File: config.mk
export PLATFORM = sky130hd
export DESIGN_NAME = uart_frame_check_buf_flat
export DESIGN_NICKNAME = d
export VERILOG_FILES = /design/src/rtl/uart_frame_check_buf_if.sv /design/src/rtl/uart_frame_check_buf.sv /design/src/flat_wrapper.sv
export SDC_FILE = /design/constraint.sdc
export NUM_CORES = 1
export LEC_CHECK = 0
export CAP_MARGIN = 30
export CORE_MARGIN = 2
export CORE_UTILIZATION = 34
export DETAILED_ROUTE_END_ITERATION = 10
export PLACE_DENSITY = 0.8
export SLEW_MARGIN = 15
export SYNTH_ARGS = -nofsm -noshare
export SYNTH_HDL_FRONTEND = slang
export SYNTH_SLANG_ARGS = --single-unit
File: constraint.sdc
create_clock -name clock -period 1.66 [get_ports clock]
set_input_delay 0.332 -clock clock [delete_from_list [all_inputs] [get_ports clock]]
set_output_delay 0.332 -clock clock [all_outputs]
set_load 0.1 [all_outputs]
File: src/rtl/uart_frame_check_buf_if.sv
`default_nettype none
// ============================================================================
// Module   : uart_frame_check_buf_if
// Brief    : Frame-in / checked-entry-out handshake and status bundle for
//            uart_frame_check_buf.
// Revision : 1.0
// ============================================================================
interface uart_frame_check_buf_if #(
  parameter int DATA_W    = 8,
  parameter int STOP_BITS = 1,
  parameter int CNT_W     = 16
);
  logic                 recieved_flag;
  logic [1:0]           parity_type;
  logic [DATA_W-1:0]    raw_data;
  logic                 start_bit;
  logic                 parity_bit;
  logic [STOP_BITS-1:0] stop_bits;
  logic                 out_ready;
  logic                 clear_status;
  logic                 out_valid;
  logic [DATA_W-1:0]    out_data;
  logic [2:0]           error_flag;
  logic [3:0]           sticky_flag;
  logic [CNT_W-1:0]     err_cnt_par;
  logic [CNT_W-1:0]     err_cnt_start;
  logic [CNT_W-1:0]     err_cnt_stop;

  modport master (
    output recieved_flag, parity_type, raw_data, start_bit, parity_bit,
           stop_bits, out_ready, clear_status,
    input  out_valid, out_data, error_flag, sticky_flag,
           err_cnt_par, err_cnt_start, err_cnt_stop
  );

  modport slave (
    input  recieved_flag, parity_type, raw_data, start_bit, parity_bit,
           stop_bits, out_ready, clear_status,
    output out_valid, out_data, error_flag, sticky_flag,
           err_cnt_par, err_cnt_start, err_cnt_stop
  );
endinterface
`default_nettype wire

File: src/rtl/uart_frame_check_buf.sv
`default_nettype none
// ============================================================================
// Module   : uart_frame_check_buf
// Brief    : UART RX frame checker (parity/start/stop) with a 1-entry
//            valid/ready output buffer and sticky status. Optional per-error
//            saturating counters under macro UART_ERR_CNT_EN.
// Revision : 1.0
// ============================================================================
module uart_frame_check_buf #(
  parameter int DATA_W    = 8,
  parameter int STOP_BITS = 1,
  parameter int CNT_W     = 16
) (
  input  wire logic             clock,
  input  wire logic             reset_n,
  uart_frame_check_buf_if.slave bus
);

  typedef enum logic [0:0] {
    EMPTY = 1'b0,
    FULL  = 1'b1
  } state_t;

  state_t            r_state;
  state_t            w_next;
  logic [DATA_W-1:0] r_data;
  logic [2:0]        r_err;
  logic [3:0]        r_sticky;

  logic       w_par_err;
  logic       w_start_err;
  logic       w_stop_err;
  logic [2:0] w_err;
  logic       w_accept;
  logic       w_drop;

  always_comb begin
    w_par_err = 1'b0;
    case (bus.parity_type)
      2'b01:   w_par_err = ~(^{bus.raw_data, bus.parity_bit});
      2'b10:   w_par_err =   ^{bus.raw_data, bus.parity_bit};
      default: w_par_err = 1'b0;
    endcase
  end

  assign w_start_err = bus.start_bit;
  assign w_stop_err  = ~(&bus.stop_bits);
  assign w_err       = {w_stop_err, w_start_err, w_par_err};

  // A full buffer only takes a new frame when the old one leaves this cycle.
  assign w_accept = bus.recieved_flag && ((r_state == EMPTY) || bus.out_ready);
  assign w_drop   = bus.recieved_flag && (r_state == FULL) && !bus.out_ready;

  always_ff @(posedge clock or negedge reset_n) begin
    if (!reset_n) r_state <= EMPTY;
    else          r_state <= w_next;
  end

  always_comb begin
    w_next = r_state;
    case (r_state)
      EMPTY:   if (bus.recieved_flag) w_next = FULL;
      FULL:    if (bus.out_ready && !bus.recieved_flag) w_next = EMPTY;
      default: w_next = EMPTY;
    endcase
  end

  always_ff @(posedge clock or negedge reset_n) begin
    if (!reset_n) begin
      r_data   <= '0;
      r_err    <= '0;
      r_sticky <= '0;
    end else begin
      if (w_accept) begin
        r_data <= bus.raw_data;
        r_err  <= w_err;
      end
      // Clear first, then OR in this cycle's events so a same-cycle set wins.
      r_sticky <= (bus.clear_status ? 4'b0000 : r_sticky)
                | {w_drop, (w_accept ? w_err : 3'b000)};
    end
  end

  assign bus.out_valid   = (r_state == FULL);
  assign bus.out_data    = r_data;
  assign bus.error_flag  = r_err;
  assign bus.sticky_flag = r_sticky;

`ifdef UART_ERR_CNT_EN
  logic [CNT_W-1:0] r_cnt [3];

  for (genvar g = 0; g < 3; g++) begin : g_err_cnt
    logic [CNT_W-1:0] w_base;
    assign w_base = bus.clear_status ? '0 : r_cnt[g];

    always_ff @(posedge clock or negedge reset_n) begin
      if (!reset_n)
        r_cnt[g] <= '0;
      else if (w_accept && w_err[g] && !(&w_base))
        r_cnt[g] <= w_base + 1'b1;
      else
        r_cnt[g] <= w_base;
    end
  end

  assign bus.err_cnt_par   = r_cnt[0];
  assign bus.err_cnt_start = r_cnt[1];
  assign bus.err_cnt_stop  = r_cnt[2];
`else
  assign bus.err_cnt_par   = '0;
  assign bus.err_cnt_start = '0;
  assign bus.err_cnt_stop  = '0;
`endif

endmodule
`default_nettype wire

File: src/flat_wrapper.sv
// flat-port wrapper written by rule: the top's interface ports become plain ports
module uart_frame_check_buf_flat 
#(
  parameter int DATA_W    = 8,
  parameter int STOP_BITS = 1,
  parameter int CNT_W     = 16
)
  (clock, reset_n, bus_recieved_flag, bus_parity_type, bus_raw_data, bus_start_bit, bus_parity_bit, bus_stop_bits, bus_out_ready, bus_clear_status, bus_out_valid, bus_out_data, bus_error_flag, bus_sticky_flag, bus_err_cnt_par, bus_err_cnt_start, bus_err_cnt_stop);
  uart_frame_check_buf_if #(.DATA_W(DATA_W), .STOP_BITS(STOP_BITS), .CNT_W(CNT_W)) bus_i ();
  input  wire logic clock;
  input  wire logic reset_n;
  input wire logic [$bits(bus_i.recieved_flag)-1:0] bus_recieved_flag;
  input wire logic [$bits(bus_i.parity_type)-1:0] bus_parity_type;
  input wire logic [$bits(bus_i.raw_data)-1:0] bus_raw_data;
  input wire logic [$bits(bus_i.start_bit)-1:0] bus_start_bit;
  input wire logic [$bits(bus_i.parity_bit)-1:0] bus_parity_bit;
  input wire logic [$bits(bus_i.stop_bits)-1:0] bus_stop_bits;
  input wire logic [$bits(bus_i.out_ready)-1:0] bus_out_ready;
  input wire logic [$bits(bus_i.clear_status)-1:0] bus_clear_status;
  output wire logic [$bits(bus_i.out_valid)-1:0] bus_out_valid;
  output wire logic [$bits(bus_i.out_data)-1:0] bus_out_data;
  output wire logic [$bits(bus_i.error_flag)-1:0] bus_error_flag;
  output wire logic [$bits(bus_i.sticky_flag)-1:0] bus_sticky_flag;
  output wire logic [$bits(bus_i.err_cnt_par)-1:0] bus_err_cnt_par;
  output wire logic [$bits(bus_i.err_cnt_start)-1:0] bus_err_cnt_start;
  output wire logic [$bits(bus_i.err_cnt_stop)-1:0] bus_err_cnt_stop;
  assign bus_i.recieved_flag = bus_recieved_flag;
  assign bus_i.parity_type = bus_parity_type;
  assign bus_i.raw_data = bus_raw_data;
  assign bus_i.start_bit = bus_start_bit;
  assign bus_i.parity_bit = bus_parity_bit;
  assign bus_i.stop_bits = bus_stop_bits;
  assign bus_i.out_ready = bus_out_ready;
  assign bus_i.clear_status = bus_clear_status;
  assign bus_out_valid = bus_i.out_valid;
  assign bus_out_data = bus_i.out_data;
  assign bus_error_flag = bus_i.error_flag;
  assign bus_sticky_flag = bus_i.sticky_flag;
  assign bus_err_cnt_par = bus_i.err_cnt_par;
  assign bus_err_cnt_start = bus_i.err_cnt_start;
  assign bus_err_cnt_stop = bus_i.err_cnt_stop;
  uart_frame_check_buf #(.DATA_W(DATA_W), .STOP_BITS(STOP_BITS), .CNT_W(CNT_W)) u_core (.clock(clock), .reset_n(reset_n), .bus(bus_i));
endmodule
# --- Word-level counts from Yosys, hierarchy flattened ---
# Index checks and enable logic that the tools add are counted.
word_totals:
  out_inout_bits: 64
  wordCells: 24
  input_bits: 18
  register_bits: 16
op_classes:
  muxes: 6
  reduce_logical: 8
  bitwise: 4
  n_eq_ne: 2
op_table:
  columns: ["op", "count"]
  rows:
  - ["parity 9 bit", 1]
  - ["logical AND 1 bit", 4]
  - ["two-way mux 4 bit", 1]
  - ["bitwise OR 4 bit", 1]
  - ["case mux 1 bit (2 select lines)", 2]
  - ["two-way mux 3 bit", 1]
  - ["NOT 1 bit", 3]
  - ["equality test 2 x 1 -> 1 bit, second input constant", 1]
  - ["equality test 2 bit, second input constant", 1]
  - ["zero test 1 bit", 2]
  - ["two-way mux 1 bit", 2]
  - ["logical OR 1 bit", 1]

# --- Longest topological paths before layout ---
depth:
  depth_word: 5
  depth_mapped: 6
  depth_no_buf: 4

# --- Least setup slack after synthesis ---
# Ideal clock, no wire load.
synth_path:
  kind: "register to register"
  from: "register u_core.r_state (netlist: u_core.bus.out_valid)"
  to: "register u_core.r_data[1] (netlist: u_core.bus.out_data[1])"
  path_slack_ns: -0.272
  path_stages_with_launch: 6
  required_ns: 1.534
  path_buffers: 2
  period_less_slack_ns: 1.932
  setup_time_ns: 0.126
  arrival_time_ns: 1.806
  path_cell_list: "dfrtp_1 nand2b_1 buf_4 nand2_1 buf_4 mux2_2"
synth_between:
  elab_chain_cells: 3
synth_lines:
  columns: ["element", "line", "text"]
  rows:
  - ["from (decl)", "uart_frame_check_buf.sv:24", "state_t r_state;"]
  - ["from (signal assigned)", "uart_frame_check_buf.sv:56", "else r_state <= w_next;"]
  - ["NOT 1 bit", "uart_frame_check_buf.sv:51", "assign w_accept = bus.recieved_flag && ((r_state == EMPTY) || bus.out_ready);"]
  - ["logical OR 1 bit", "uart_frame_check_buf.sv:51", null]
  - ["logical AND 1 bit", "uart_frame_check_buf.sv:51", null]
  - ["to (signal assigned)", "uart_frame_check_buf.sv:75", "r_data <= bus.raw_data;"]
  - ["to (decl)", "uart_frame_check_buf.sv:26", "logic [DATA_W-1:0] r_data;"]
# No other way between the ends.
# A chain may end at the register's enable or synchronous reset.

# --- Worst setup path after layout ---
layout_path:
  from: "input port bus_raw_data[4]"
  to: "register u_core.r_err[0] (netlist: u_core.bus.error_flag[0])"
layout_between:
  elab_chain_cells: 3
layout_lines:
  columns: ["element", "line", "text"]
  rows:
  - ["from (decl)", "flat_wrapper.sv:14", "input wire logic [$bits(bus_i.raw_data)-1:0] bus_raw_data;"]
  - ["parity 9 bit (*)", "uart_frame_check_buf.sv:40, uart_frame_check_buf.sv:41", null]
  - ["NOT 1 bit", "uart_frame_check_buf.sv:40", "2'b01: w_par_err = ~(^{bus.raw_data, bus.parity_bit});"]
  - ["case mux 1 bit (2 select lines) (*)", "uart_frame_check_buf.sv:39", "case (bus.parity_type)"]
  - ["to (signal assigned)", "uart_frame_check_buf.sv:76", "r_err <= w_err;"]
  - ["to (decl)", "uart_frame_check_buf.sv:27", "logic [2:0] r_err;"]
# Mark *: on every way between the ends. The rest lies on a longest branch, timed or not.

==> summary.md <==
| Metric | Value |
|---|---|
| Psw | 0.001160 W |
| Largest family of logic cells by synthesized area | buffers and inverters |
| Min Tclk post-route | 1507 ps |
| Tot GR Track Use | 11.18% |
| Post-route DRC | 0 |
| Post-CTS Repair Setup Buffers | 0 |
| Worst-skew pair later-pin latency | 280 ps |
| CTS tree | built |
| Post-route setup slack | 152.8 ps |
| Multiplexer share of the synthesized area | 8.054% |
| Number of DRC markers in iteration 0 | 10 |
| Flop pwr share | 24.4% |
| Final Util | 49.88% |
| Vias in the first global route | 668 |
| Leak | 0.7633 nW |
| Largest net degree at the start of global routing | 17 |
| Synth Register Bits | 16 |
| DP HPWL | 1629 um |
| Gate Count Post-Synth | 108 |
| Reg2Reg Depth | 5 |
| P per Cell Area | 1337 nW/um^2 |
| Hold buffers post-CTS | 0 |
| Worst Path Buf+Inv | 1 |
| DP Area | 1511 sq um |
| Slew Limit Fails | 0 |
| Total CTS buffers | 3 |
| Synth Area in Compound Gates | 4.139% |
| Core footprint | 3103 sq um |
| Levels on crit path | 5 |
| P&R area growth vs syn | 38.37% |
| Sequential cell area | 404.1 sq um |
| RSZ-0062 raised after global routing | no |
| Post-Synth XOR/XNOR Area | 8.949% |
| Fmax | 663.5 MHz |
| Register area share after synthesis | 35.79% |
| Die width | 61.36 um |
| Status | finished, final reports clean |
| Max incr delay on CP | 510 ps |
| Gp weighted congestion | 0.7694 |
| Worst path top cell family by delay | buffers and inverters |
| Buffers added on ports | 33 |
| Clock power share | 12.5% |
| Htree depth | 1 |
| Synth Cell Area | 1119 sq um |
| Flop2flop setup slack | 400 ps |
| Unique masters post-synth | 19 |
| Logic pwr share | 63.1% |
| Adder-cell share of the synthesized area | 0% |
| Post-CTS Resized | 0 |
| Vias after detailed routing | 709 |
| Max_cap viols | 0 |
| Routed length per instance | 10.48 um |
| Top Ports | 82 |
| VDD IR max | 0.0006061 V |
| Initial antenna violation count | 0 |
| Crit Path Class | input port to flip-flop |
| Starting density of the core | 36.05% |
| Top-area cell type share of the netlist area | 35.79% |
| Leading cell type in the layout, fill and taps excluded | conb_1 |
| Via density | 3.732 |
| CP required | 1830 ps |
| Share of cells above drive strength 1 | 24.66% |
| Reg2reg start | u_core.bus.out_valid |
| Synth area leaders | dfrtp_1, buf_4, mux2_2, xnor3_4, nand4_1 |
| Slowest-stage cell, CP | clkdlybuf4s50_1 |
| Crit end category | flip-flop |
| Filler cell count | 287 |
| Rows | 20 |
| Ys Warns | 0 |
| Clock-pin slew on the worst setup and hold paths | 100 ps |
| Global-route wire length before repair | 3022 um |
| Min-delay worst type | input port to async pin |
| Drt first pass iters | 4 |
| Place WS | -144.6 ps |
| RR Endpoint | u_core.bus.error_flag[0] |
| Nets | 165 |
| Clock skew | 7.250 ps |
| Worst setup SP type | input port |
| Internal power | 0.0009097 W |
| Total grt overflow | 0 |
| Fin area | 1548 sq um |
| Root Buffer | clkbuf_4 |
| Most frequent cells in the layout | conb_1, clkdlybuf4s50_1, buf_12, dfrtp_1, mux2_2 |
| Worst Path Arrival | 1670 ps |
| Final Setup Violations | 0 |
| Synth Area in Simple Gates | 7.830% |
| Multi-input logic area | 504.2 sq um |
| Ant diodes | 0 |
| CTS Sinks | 16 |
| CP max FO | 3 |
| Die Height | 61.36 um |
| Die ar. | 3764 sq um |
| Final hold viol count | 0 |
| DRT antenna net count | 0 |
| Total Routed Length | 1991 um |
| Synth area leader | dfrtp_1 |
| Period utilization | 90.80% |
| Worst-case clock buffer depth | 2 |
| Critical-path cell list | clkdlybuf4s50_1, xnor3_4, nand4_1, a21o_1, nand3_1 |
| Sw Share | 56.04% |
| Mean cell area of the mapped netlist | 10.36 sq um |
power by group through the flow:
stage / registers (W) / logic [W] / clock network [W]
floorplan: 0.000883 / 0.000671 / 0
global placement: 0.000510 / 0.00130 / 0
detailed placement: 0.000513 / 0.00131 / 0
CTS: 0.000505 / 0.00131 / 0.000264
global route: 0.000512 / 0.00134 / 0.000282
finish: 0.000504 / 0.00131 / 0.000259
synth_stat cells (all sizes together):
cell type / number
a21o: 1
inv: 4
a21bo: 1
nor2b: 2
xnor2: 2
buf: 50
xnor3: 2
xor2: 1
nand3: 3
dfrtp: 16
xor3: 1
nand2: 6
conb: 1
nand4: 4
o22ai: 2
mux2: 8
nand2b: 2
o21ai: 2
state kept, by name (all words and copies together) (netlist names):
register	cells
u_core.bus.sticky_flag	4
u_core.bus.out_valid	1
u_core.bus.out_data	8
u_core.bus.error_flag	3
cells by family after synthesis:
| group | count (synthesis) |
|---|---|
| AOI/OAI and AO/OA | 6 |
| xor gates and xnor gates | 6 |
| buffers and inverters | 54 |
| DFF | 16 |
| muxes | 8 |
| other | 1 |
| and+or+nand+nor | 17 |
how the worst max path moves through the flow:
stage                               from                   endpoint  slack [ps]
floorplan           u_core.bus.out_valid     u_core.bus.out_data[1]          80
global placement         bus_raw_data[7]   u_core.bus.error_flag[0]        -130
detailed placement       bus_raw_data[7]   u_core.bus.error_flag[0]        -140
CTS                      bus_raw_data[7]  u_core.bus.sticky_flag[0]         160
global route             bus_raw_data[5]  u_core.bus.sticky_flag[0]          60
finish                   bus_raw_data[4]   u_core.bus.error_flag[0]         150
through the flow:
stage,hold WS (ps),setup TNS [ps],std cells,total power (W)
floorplan,36.41,0,155,0.001554
global placement,521.6,-251.6,186,0.001813
detailed placement,537.2,-278.1,186,0.001821
CTS,374.9,0,190,0.002080
global route,374.9,0,190,0.002138
finish,374.1,0,190,0.002069
per-layer routing:
layer / vias to the layer above / GRT usage, % / routed length, um
met1: 331 / 11.49 / 652
met2: 42 / 21.58 / 1163
met3: 4 / 1.471 / 134
li1: 332 / - / -
met5: - / 0 / 0
met4: 0 / 6.079 / 40
cell type report:
cell class	count	share of cell area, %
Clock buffer	4	2.344
Inverter	4	0.9701
Multi-Input combinational cell	85	32.58
Sequential cell	16	26.11
Tap cell	44	3.557
Timing Repair Buffer	37	34.44
(Power assumes the default switching activity.)
